[config.mk]
export PLATFORM = sky130hd
export DESIGN_NAME = gt_lane_bringup_ctrl
export DESIGN_NICKNAME = d
export VERILOG_FILES = /design/src/rtl/gt_bringup_pkg.sv /design/src/rtl/refclk_activity_mon.sv /design/src/rtl/gt_lane_bringup_ctrl.sv
export SDC_FILE = /design/constraint.sdc
export NUM_CORES = 1
export LEC_CHECK = 0
export BUFFER_PORTS_ARGS = -buffer_cell sky130_fd_sc_hd__buf_2
export CELL_PAD_IN_SITES_DETAIL_PLACEMENT = 1
export CELL_PAD_IN_SITES_GLOBAL_PLACEMENT = 1
export CORE_UTILIZATION = 44
export DETAILED_ROUTE_END_ITERATION = 12
export HOLD_SLACK_MARGIN = 0.05
export PLACE_DENSITY_LB_ADDON = 0.1
export SETUP_SLACK_MARGIN = 0.3
export SLEW_MARGIN = 20
export SYNTH_ARGS = -nofsm -noshare
export SYNTH_HDL_FRONTEND = slang
export SYNTH_SLANG_ARGS = --single-unit
export TNS_END_PERCENT = 1
[constraint.sdc]
create_clock -name SYSCLK_I -period 3.5 [get_ports SYSCLK_I]
set_input_delay 0.35 -clock SYSCLK_I [delete_from_list [all_inputs] [get_ports SYSCLK_I]]
set_output_delay 0.35 -clock SYSCLK_I [all_outputs]
set_load 0.02 [all_outputs]
[src/rtl/gt_bringup_pkg.sv]
// Shared definitions for the GT lane bring-up sequencer.
//   - bringup_state_e : sequencer states; the encoding is visible on STATE_O
//   - lane_count()    : lanes per configuration (four lanes per quad)
//   - timer_width()   : width of the state timer, large enough for either timeout
package gt_bringup_pkg;

    typedef enum logic [2:0] {
        StIdle       = 3'd0,
        StWaitRefclk = 3'd1,
        StPllRst     = 3'd2,
        StWaitLock   = 3'd3,
        StGtRst      = 3'd4,
        StWaitDone   = 3'd5,
        StRun        = 3'd6,
        StFail       = 3'd7
    } bringup_state_e;

    localparam int unsigned LANES_PER_QUAD = 4;

    function automatic int unsigned lane_count(input int unsigned num_quads);
        return LANES_PER_QUAD * num_quads;
    endfunction

    function automatic int unsigned timer_width(input int unsigned lock_to,
                                                input int unsigned done_to);
        int unsigned m;
        m = (lock_to > done_to) ? lock_to : done_to;
        return $clog2(m) + 1;
    endfunction

endpackage

[src/rtl/refclk_activity_mon.sv]
// Activity monitor for one divided, already-synchronised refclk toggle.
// Counts toggle edges over a free-running window of WIN cycles and reports
// whether at least MIN_EDGES edges were seen in the last complete window.
//   clk_i  : system clock
//   rst_i  : synchronous reset, active-high
//   tgl_i  : refclk toggle (synchronous to clk_i)
//   ok_o   : registered activity status, updated once per window
module refclk_activity_mon #(
    parameter int unsigned WIN       = 1024,
    parameter int unsigned MIN_EDGES = 16
) (
    input  logic clk_i,
    input  logic rst_i,
    input  logic tgl_i,
    output logic ok_o
);

    localparam int unsigned WW = (WIN > 1) ? $clog2(WIN) : 1;
    localparam int unsigned CW = $clog2(MIN_EDGES + 1);
    localparam logic [WW-1:0] WIN_LAST = WW'(WIN - 1);
    localparam logic [CW-1:0] CNT_MAX  = CW'(MIN_EDGES);

    logic          tgl_q;
    logic [WW-1:0] win_q, win_d;
    logic [CW-1:0] cnt_q, cnt_d;
    logic          ok_q, ok_d;
    logic          edge_seen;
    logic          wrap;

    always_comb begin
        edge_seen = tgl_i ^ tgl_q;
        wrap      = (win_q == WIN_LAST);
        win_d     = wrap ? '0 : win_q + WW'(1);
        ok_d      = ok_q;
        cnt_d     = cnt_q;
        if (wrap) begin
            ok_d  = (cnt_q >= CNT_MAX);
            // An edge landing in the wrap cycle belongs to the new window.
            cnt_d = CW'(edge_seen);
        end else if (edge_seen && (cnt_q != CNT_MAX)) begin
            cnt_d = cnt_q + CW'(1);
        end
    end

    always_ff @(posedge clk_i) begin
        if (rst_i) begin
            tgl_q <= 1'b0;
            win_q <= '0;
            cnt_q <= '0;
            ok_q  <= 1'b0;
        end else begin
            tgl_q <= tgl_i;
            win_q <= win_d;
            cnt_q <= cnt_d;
            ok_q  <= ok_d;
        end
    end

    assign ok_o = ok_q;

endmodule

[src/rtl/gt_lane_bringup_ctrl.sv]
// Bring-up sequencer for 7-series GT quads: checks refclk activity, pulses and
// waits on PLL reset/lock, pulses and waits on GT reset/resetdone, then enables
// TX on the lanes selected by the latched mask. Timeouts and loss of lock or
// refclk in RUN trigger bounded retries before latching FAIL.
//   SYSCLK_I      : system clock, all logic in this domain
//   RST_I         : synchronous reset, active-high
//   START_I       : level request; low returns to IDLE
//   LANE_MASK_I   : lanes to bring up, latched when leaving IDLE
//   REFCLK_TGL_I  : divided refclk toggles (synchronised)
//   PLL_LOCK_I    : per-quad PLL lock
//   RESETDONE_I   : per-lane GT resetdone
//   PLL_RESET_O   : per-quad PLL reset
//   GT_RESET_O    : per-lane GT reset
//   TX_EN_O       : per-lane TX enable
//   STATE_O       : current state encoding
//   READY_O       : high in RUN
//   FAIL_O        : high in FAIL
//   RETRY_CNT_O   : retries used
//   REFCLK_OK_O   : per-refclk activity status
module gt_lane_bringup_ctrl
    import gt_bringup_pkg::*;
#(
    parameter int unsigned NUM_QUADS        = 1,
    parameter int unsigned NUM_REFCLKS      = 1,
    parameter int unsigned REFCLK_WIN       = 1024,
    parameter int unsigned REFCLK_MIN_EDGES = 16,
    parameter int unsigned RST_CYC          = 16,
    parameter int unsigned LOCK_TIMEOUT     = 65536,
    parameter int unsigned DONE_TIMEOUT     = 65536,
    parameter int unsigned MAX_RETRY        = 3
) (
    input  logic                     SYSCLK_I,
    input  logic                     RST_I,
    input  logic                     START_I,
    input  logic [4*NUM_QUADS-1:0]   LANE_MASK_I,
    input  logic [NUM_REFCLKS-1:0]   REFCLK_TGL_I,
    input  logic [NUM_QUADS-1:0]     PLL_LOCK_I,
    input  logic [4*NUM_QUADS-1:0]   RESETDONE_I,
    output logic [NUM_QUADS-1:0]     PLL_RESET_O,
    output logic [4*NUM_QUADS-1:0]   GT_RESET_O,
    output logic [4*NUM_QUADS-1:0]   TX_EN_O,
    output logic [2:0]               STATE_O,
    output logic                     READY_O,
    output logic                     FAIL_O,
    output logic [3:0]               RETRY_CNT_O,
    output logic [NUM_REFCLKS-1:0]   REFCLK_OK_O
);

    localparam int unsigned NL = lane_count(NUM_QUADS);
    localparam int unsigned TW = timer_width(LOCK_TIMEOUT, DONE_TIMEOUT);
    localparam logic [TW-1:0] RST_LAST  = TW'(RST_CYC - 1);
    localparam logic [TW-1:0] LOCK_LAST = TW'(LOCK_TIMEOUT - 1);
    localparam logic [TW-1:0] DONE_LAST = TW'(DONE_TIMEOUT - 1);
    localparam logic [3:0]    RETRY_MAX = 4'(MAX_RETRY);

    logic [NUM_REFCLKS-1:0] refclk_ok;

    for (genvar r = 0; r < NUM_REFCLKS; r++) begin : g_refclk_mon
        refclk_activity_mon #(
            .WIN       (REFCLK_WIN),
            .MIN_EDGES (REFCLK_MIN_EDGES)
        ) u_mon (
            .clk_i (SYSCLK_I),
            .rst_i (RST_I),
            .tgl_i (REFCLK_TGL_I[r]),
            .ok_o  (refclk_ok[r])
        );
    end

    bringup_state_e   state_q, state_d;
    logic [TW-1:0]    timer_q, timer_d;
    logic [3:0]       retry_q, retry_d;
    logic [NL-1:0]    mask_q, mask_d;
    logic [NUM_QUADS-1:0] pll_rst_q, pll_rst_d;
    logic [NL-1:0]    gt_rst_q, gt_rst_d;
    logic [NL-1:0]    tx_en_q, tx_en_d;
    logic             ready_q, ready_d;
    logic             fail_q, fail_d;

    logic all_ok;
    logic all_lock;
    logic done_met;
    logic retry_req;

    always_comb begin
        all_ok    = &refclk_ok;
        all_lock  = &PLL_LOCK_I;
        done_met  = ((RESETDONE_I & mask_q) == mask_q);

        state_d   = state_q;
        timer_d   = (&timer_q) ? timer_q : timer_q + TW'(1);
        retry_d   = retry_q;
        mask_d    = mask_q;
        retry_req = 1'b0;

        if (!START_I) begin
            state_d = StIdle;
        end else begin
            unique case (state_q)
                StIdle: begin
                    mask_d  = LANE_MASK_I;
                    state_d = StWaitRefclk;
                end
                StWaitRefclk: if (all_ok) state_d = StPllRst;
                StPllRst:     if (timer_q == RST_LAST) state_d = StWaitLock;
                StWaitLock: begin
                    if (all_lock)                    state_d   = StGtRst;
                    else if (timer_q == LOCK_LAST)   retry_req = 1'b1;
                end
                StGtRst:      if (timer_q == RST_LAST) state_d = StWaitDone;
                StWaitDone: begin
                    if (done_met)                    state_d   = StRun;
                    else if (timer_q == DONE_LAST)   retry_req = 1'b1;
                end
                StRun:        if (!all_lock || !all_ok) retry_req = 1'b1;
                StFail:       ;
                default:      state_d = StIdle;
            endcase
        end

        if (retry_req) begin
            if (retry_q < RETRY_MAX) begin
                retry_d = retry_q + 4'd1;
                state_d = StPllRst;
            end else begin
                state_d = StFail;
            end
        end

        if (state_d == StIdle) retry_d = '0;
        if (state_d != state_q) timer_d = '0;

        // Outputs are decoded from the next state so they register in step with STATE_O.
        pll_rst_d = '1;
        gt_rst_d  = '1;
        tx_en_d   = '0;
        ready_d   = 1'b0;
        fail_d    = 1'b0;
        unique case (state_d)
            StWaitLock, StGtRst: begin
                // In GT_RST masked lanes get their pulse; unmasked lanes are held anyway.
                pll_rst_d = '0;
            end
            StWaitDone: begin
                pll_rst_d = '0;
                gt_rst_d  = ~mask_d;
            end
            StRun: begin
                pll_rst_d = '0;
                gt_rst_d  = ~mask_d;
                tx_en_d   = mask_d;
                ready_d   = 1'b1;
            end
            StFail:  fail_d = 1'b1;
            default: ;
        endcase
    end

    always_ff @(posedge SYSCLK_I) begin
        if (RST_I) begin
            state_q   <= StIdle;
            timer_q   <= '0;
            retry_q   <= '0;
            mask_q    <= '0;
            pll_rst_q <= '1;
            gt_rst_q  <= '1;
            tx_en_q   <= '0;
            ready_q   <= 1'b0;
            fail_q    <= 1'b0;
        end else begin
            state_q   <= state_d;
            timer_q   <= timer_d;
            retry_q   <= retry_d;
            mask_q    <= mask_d;
            pll_rst_q <= pll_rst_d;
            gt_rst_q  <= gt_rst_d;
            tx_en_q   <= tx_en_d;
            ready_q   <= ready_d;
            fail_q    <= fail_d;
        end
    end

    assign PLL_RESET_O = pll_rst_q;
    assign GT_RESET_O  = gt_rst_q;
    assign TX_EN_O     = tx_en_q;
    assign STATE_O     = state_q;
    assign READY_O     = ready_q;
    assign FAIL_O      = fail_q;
    assign RETRY_CNT_O = retry_q;
    assign REFCLK_OK_O = refclk_ok;

endmodule

==> results of run 1 <==
through the flow:
stage,instance area (um^2),hold WS (ps)
floorplan,2650,426
global placement,2840,440
detailed placement,2840,451
CTS,2990,263
global route,3000,294
finish,3000,279
Yosys cell counts (4+ instances only):
| master | instances | area (um^2) |
|---|---|---|
| and2_1 | 7 | 43.8 |
| nand2_1 | 17 | 63.8 |
| xor2_1 | 19 | 166 |
| nand2b_1 | 6 | 37.5 |
| nand3_1 | 10 | 50.1 |
| nor2b_1 | 5 | 31.3 |
| nor4_1 | 4 | 25.0 |
| and3_1 | 5 | 31.3 |
| o21ai_0 | 4 | 20.0 |
| nor2_4 | 10 | 113 |
| inv_1 | 8 | 30.0 |
| dfxtp_1 | 56 | 1120 |
| nor3b_1 | 4 | 30.0 |
| clkbuf_1 | 4 | 15.0 |
| xnor2_1 | 12 | 105 |
| nor2_1 | 42 | 158 |
| nand4_1 | 7 | 43.8 |
| mux2i_1 | 8 | 80.1 |
| o21ai_1 | 5 | 25.0 |
| ha_1 | 7 | 87.6 |
layout make-up:
cell class | instances | area [um^2] | share of cell area
clock inverters | 2 | 38.8 | 0.0129
clock buffers | 6 | 72.6 | 0.0242
inverters | 8 | 30.0 | 0.0100
multi-input cells | 207 | 1450 | 0.483
repair buffers | 35 | 198 | 0.0659
well taps | 72 | 90.1 | 0.0300
flip-flops and latches | 56 | 1120 | 0.374
timing repair:
action	4_1_cts	5_1_grt
buffers inserted	4	0
gates resized for setup	0	2
setup endpoints to repair	7	21
worst max-delay path by stage:
stage	cells past startpoint	slack (ps)	from	end
global route	12	230	timer_q[5]$_SDFFE_PP0N_	timer_q[9]$_SDFFE_PP0N_
global placement	11	440	timer_q[5]$_SDFFE_PP0N_	timer_q[1]$_SDFFE_PP0N_
finish	12	450	timer_q[5]$_SDFFE_PP0N_	timer_q[6]$_SDFFE_PP0N_
detailed placement	11	300	timer_q[5]$_SDFFE_PP0N_	timer_q[3]$_SDFFE_PP0N_
CTS	12	400	timer_q[5]$_SDFFE_PP0N_	timer_q[6]$_SDFFE_PP0N_
floorplan	12	710	timer_q[5]$_SDFFE_PP0N_	timer_q[14]$_SDFFE_PP0N_
routing by layer:
layer	global-route usage	vias up
met5	0	-
met4	0.0873	0
met3	0.0400	10
met2	0.314	32
met1	0.249	967
li1	-	1017
power breakdown:
| part | switching [uW] | total (uW) | internal [uW] |
|---|---|---|---|
| registers | 12.1 | 661 | 649 |
| clock network | 211 | 427 | 217 |
| logic | 46.8 | 84.3 | 37.5 |
cells by family after synthesis:
| kind of cell | count (synthesis) |
|---|---|
| AO/OA/AOI/OAI | 27 |
| XOR/XNOR | 31 |
| adder cells (fa/ha/maj) | 7 |
| buffers and inverters | 17 |
| flip-flops | 56 |
| multiplexers | 8 |
| AND/OR/NAND/NOR | 134 |
sequential cells by signal, indices dropped and copies added, names as in the netlist, 3 cells and up:
signal and cells:
timer_q 17, g_refclk_mon.u_mon.cnt_q 5, STATE_O 3, TX_EN_O 4
RETRY_CNT_O 4, mask_q 4, g_refclk_mon.u_mon.win_q 10, GT_RESET_O 4
==> results.ini, run 1 <==
[critical_path]
path_buf_inv=1
worstPathMaxFanout=6
slowest_stage=dfxtp_1
required_ps=3710
path_class=reg2reg
path_delay_family=simple AND/OR/NAND/NOR gates
critPathCaptureType=register
cp-start-kind=register
r2r_end=timer_q[6]$_SDFFE_PP0N_
ff2ff_setup_slack_ps=450
cp_data_arrival_time_ps=3250
path_cells=and4_1 > and3_1 > nand4_1 > nor4_2 > ha_2 > and4bb_1 > o31a_1 > a31oi_4 > o31a_2 > nand4b_4 > buf_4 > nor2_4
reg2reg_from=timer_q[5]$_SDFFE_PP0N_
r2r_cells=12
cp_slowest_stage_delay_ps=440

[cts]
h-tree-depth=2
insertion_delay_ps=310
cts_tree=built
cts-root-buf=clkbuf_8
cts_buffers=5
path_clk_slew_ps=100
clockBufferDepth=2
ctsHoldBuffers=0
clock_sinks=56

[routing]
vias=2026
drtIter0Drc=91
first_pass_iters=4
wirelength_mm=5.61
wl_met2_mm=2.65
ant_nets=0
wl_met1_mm=2.68
dr_wl_met3_um=181
top_layer=met4
drc=0
avgRoutedWirePerCell_um=14.5
viasPerCell=5.25

[global_routing]
grt_pass1_vias=2096
grt_overflow=0
gr-usage-all-layers=0.195
grt_start_max_net_pins=22
antenna_found_initial=0
grt_pass1_wl_mm=9.58

[yosys]
synth_area_mm2=0.00265
synthesis.nets=300
synth-simple-area-share=0.302
synth-main-ff-cell=dfxtp_1
synth.avg_cell_area_um2=9.47
postSynth.asyncResetShare=0
synth.area.mux_share=0.0302
yosys_warnings=0
ys_types=50
synth_top_family_by_area=simple AND/OR/NAND/NOR gates
synth_seq_cells=56
synth_compound_area_frac=0.0755
yosysSeqAreaShare=0.423
synth_adder_area_share=0.0330
synth-edff-count=0
syn_inst=280
yosys.area_share.xor_xnor=0.102

[timing]
fmax_mhz=328
rsz0062_at_grt=false
slew-limit-headroom=0.534
layout_min_cycle_time_ps=3050
setup-violations-final=0
tightestPinTransition_ps=698
maxSlewViolCount=0
fin_skew_ps=4.70
post-route-period-util=0.871
layout_setup_ws_ps=453
hold_viol=0
tns_ps=0

[die]
row_count=27
chipHeight_um=79.6
start_util=0.470
io_pins=32
core_mm2=0.00564
die_w_um=79.6
die-area_mm2=0.00634

[layout]
drive_above_1_share=0.204
diodes=0
nets=333
syn2layout_area_growth_pct=13.1
final_cell_mix=dfxtp_1, nor2_1, buf_2
final_common_cell=dfxtp_1
fillCellCount=669
stdcell_count=386
postLayoutCoreUtil=0.532

[worst_hold_path]
hold_end=g_refclk_mon[0].u_mon.tgl_q$_SDFF_PP0_
min_from=REFCLK_TGL_I
hold_path.class=in2reg
whs_path_depth=2

[placement]
pre_cts_ws_ps=296
gp_congestion=0.757
dp_hpwl_mm=4.10
io_buffers=31
dpl.cell_count=374

[pwr]
power.leakage_uw=0.00118
peakVddDrop_v=0.000181
power_uw=1170
p_per_area_mw_per_mm2=391

[flow_run]
drv_cap=0

[outcome]
status=completed

No activity file was read; power rests on OpenSTA's default activity.
==> run 2, diff against run 1 <==
--- a/config.mk
+++ b/config.mk
@@ -12,6 +12,7 @@
 export DETAILED_ROUTE_END_ITERATION = 12
 export HOLD_SLACK_MARGIN = 0.05
 export PLACE_DENSITY_LB_ADDON = 0.1
+export REMOVE_ABC_BUFFERS = 1
 export SETUP_SLACK_MARGIN = 0.3
 export SLEW_MARGIN = 20
 export SYNTH_ARGS = -nofsm -noshare
==> results.ini, run 2 (synthesis results as in run 1) <==
[die]
die-area_mm2=0.00634
io_pins=32
start_util=0.470
core_mm2=0.00564
die_w_um=79.6
row_count=27
chipHeight_um=79.6

[layout]
syn2layout_area_growth_pct=13.8
stdcell_count=388
final_cell_mix=dfxtp_1, nor2_1, buf_2
final_common_cell=dfxtp_1
drive_above_1_share=0.215
fillCellCount=664
diodes=0
largest_register=timer_q
nets=336
largest_reg_flops=17
top_regs=timer_q (17), g_refclk_mon.u_mon.win_q (10), g_refclk_mon.u_mon.cnt_q (5)

[global_routing]
grt_start_max_net_pins=18
grt_pass1_vias=1942
grt_pass1_wl_mm=9.05
grt_overflow=0
gr-usage-all-layers=0.185
antenna_found_initial=0

[critical_path]
startpoint=timer_q[6]$_SDFFE_PP0N_
r2r_end=timer_q[12]$_SDFFE_PP0N_
worstPathMaxFanout=6
ff2ff_setup_slack_ps=520
cp_slowest_stage_delay_ps=410
path_cells=and4_1 > and3_1 > nand4_1 > nor4_4 > ha_2 > and4bb_1 > o31a_1 > a31oi_4 > o31a_2 > nand4b_4 > buf_4 > nor2_4
path_class=reg2reg
critPathCaptureType=register
required_ps=3700
reg2reg_from=timer_q[6]$_SDFFE_PP0N_
r2r_cells=12
slowest_stage=dfxtp_1
crit_end=timer_q[12]$_SDFFE_PP0N_
cp_data_arrival_time_ps=3180
cp-start-kind=register

[placement]
pre_cts_ws_ps=347
dp_hpwl_mm=3.96
dpl.cell_count=376
gp_congestion=0.756
io_buffers=31

[worst_hold_path]
whs_path_depth=2
hold_path.class=in2reg

[timing]
layout_setup_ws_ps=522
setup-violations-final=0
tightestPinTransition_ps=591
fmax_mhz=336
holdWs_ps=285
hold_viol=0
fin_skew_ps=8.42
rsz0062_at_grt=false
slew-limit-headroom=0.606
post-route-period-util=0.851
tns_ps=0
layout_min_cycle_time_ps=2980
maxSlewViolCount=0

[cts]
clock_sinks=56
ctsHoldBuffers=0
cts_tree=built
clockBufferDepth=2
cts-root-buf=clkbuf_8
cts_buffers=5
path_clk_slew_ps=100
h-tree-depth=2
insertion_delay_ps=300

[pwr]
power_uw=1120
peakVddDrop_v=0.000203
power.leakage_uw=0.00121
p_per_area_mw_per_mm2=373

[routing]
drtIter0Drc=88
wirelength_mm=5.57
viasPerCell=5.15
first_pass_iters=4
ant_nets=0
vias=2000
drc=0
avgRoutedWirePerCell_um=14.4

[outcome]
status=completed

[flow_run]
drv_cap=0

## run 2: layer usage
metal / vias to the layer above / GRT usage / share of wire
li1: 1016 / - / -
met1: 954 / 0.235 / 0.49
met2: 28 / 0.312 / 0.48
met3: 2 / 0.0354 / 0.027
met4: 0 / 0.0600 / 0.0048
met5: - / 0 / 0
## run 2: how the worst min path moves through the flow
stage,start,to,slack [ps]
final,REFCLK_TGL_I,g_refclk_mon[0].u_mon.tgl_q$_SDFF_PP0_,290
after global routing,REFCLK_TGL_I,g_refclk_mon[0].u_mon.tgl_q$_SDFF_PP0_,310
after CTS,REFCLK_TGL_I,g_refclk_mon[0].u_mon.tgl_q$_SDFF_PP0_,280
after detailed placement,g_refclk_mon[0].u_mon.win_q[0]$_SDFF_PP0_,g_refclk_mon[0].u_mon.win_q[0]$_SDFF_PP0_,460
after global placement,g_refclk_mon[0].u_mon.win_q[0]$_SDFF_PP0_,g_refclk_mon[0].u_mon.win_q[0]$_SDFF_PP0_,450
after floorplan,RST_I,g_refclk_mon[0].u_mon.tgl_q$_SDFF_PP0_,420
## run 2: timing repair
item | 4_1_cts | 5_1_grt
resized for setup | 0 | 4
endpoints found under the hold margin | 0 | 0
endpoints found under the setup margin | 0 | 22
buffers inserted | 0 | 5
## run 2: where the power goes
group	switching (uW)	internal, uW	leakage [uW]
clock network	200	177	0.0000503
registers	10.6	649	0.000454
logic	48.4	39.2	0.000702
## run 2: cell type report
type | count | area, um^2 | share of cell area
well taps | 72 | 90.1 | 0.0299
repair buffers | 38 | 220 | 0.0730
multi-input cells | 207 | 1460 | 0.483
clock buffers | 7 | 96.3 | 0.0319
flip-flops and latches | 56 | 1120 | 0.372
inverters | 8 | 30.0 | 0.00995
## run 2: stage by stage
stage / utilization / area, um^2
3_5_place_dp: 0.505 / 2850
6_report: 0.535 / 3020
3_3_place_gp: 0.505 / 2850
4_1_cts: 0.523 / 2950
5_1_grt: 0.535 / 3020
2_1_floorplan: - / 2590
## run 2: worst max-delay path: cells and delay by family, from the launching register on
| family | cells | cell delay (ps) |
|---|---|---|
| and+or+nand+nor | 7 | 1350 |
| AOI/OAI and AO/OA | 3 | 640 |
| DFF | 1 | 410 |
| adders and majority gates | 1 | 270 |
| buffers and inverters | 1 | 200 |
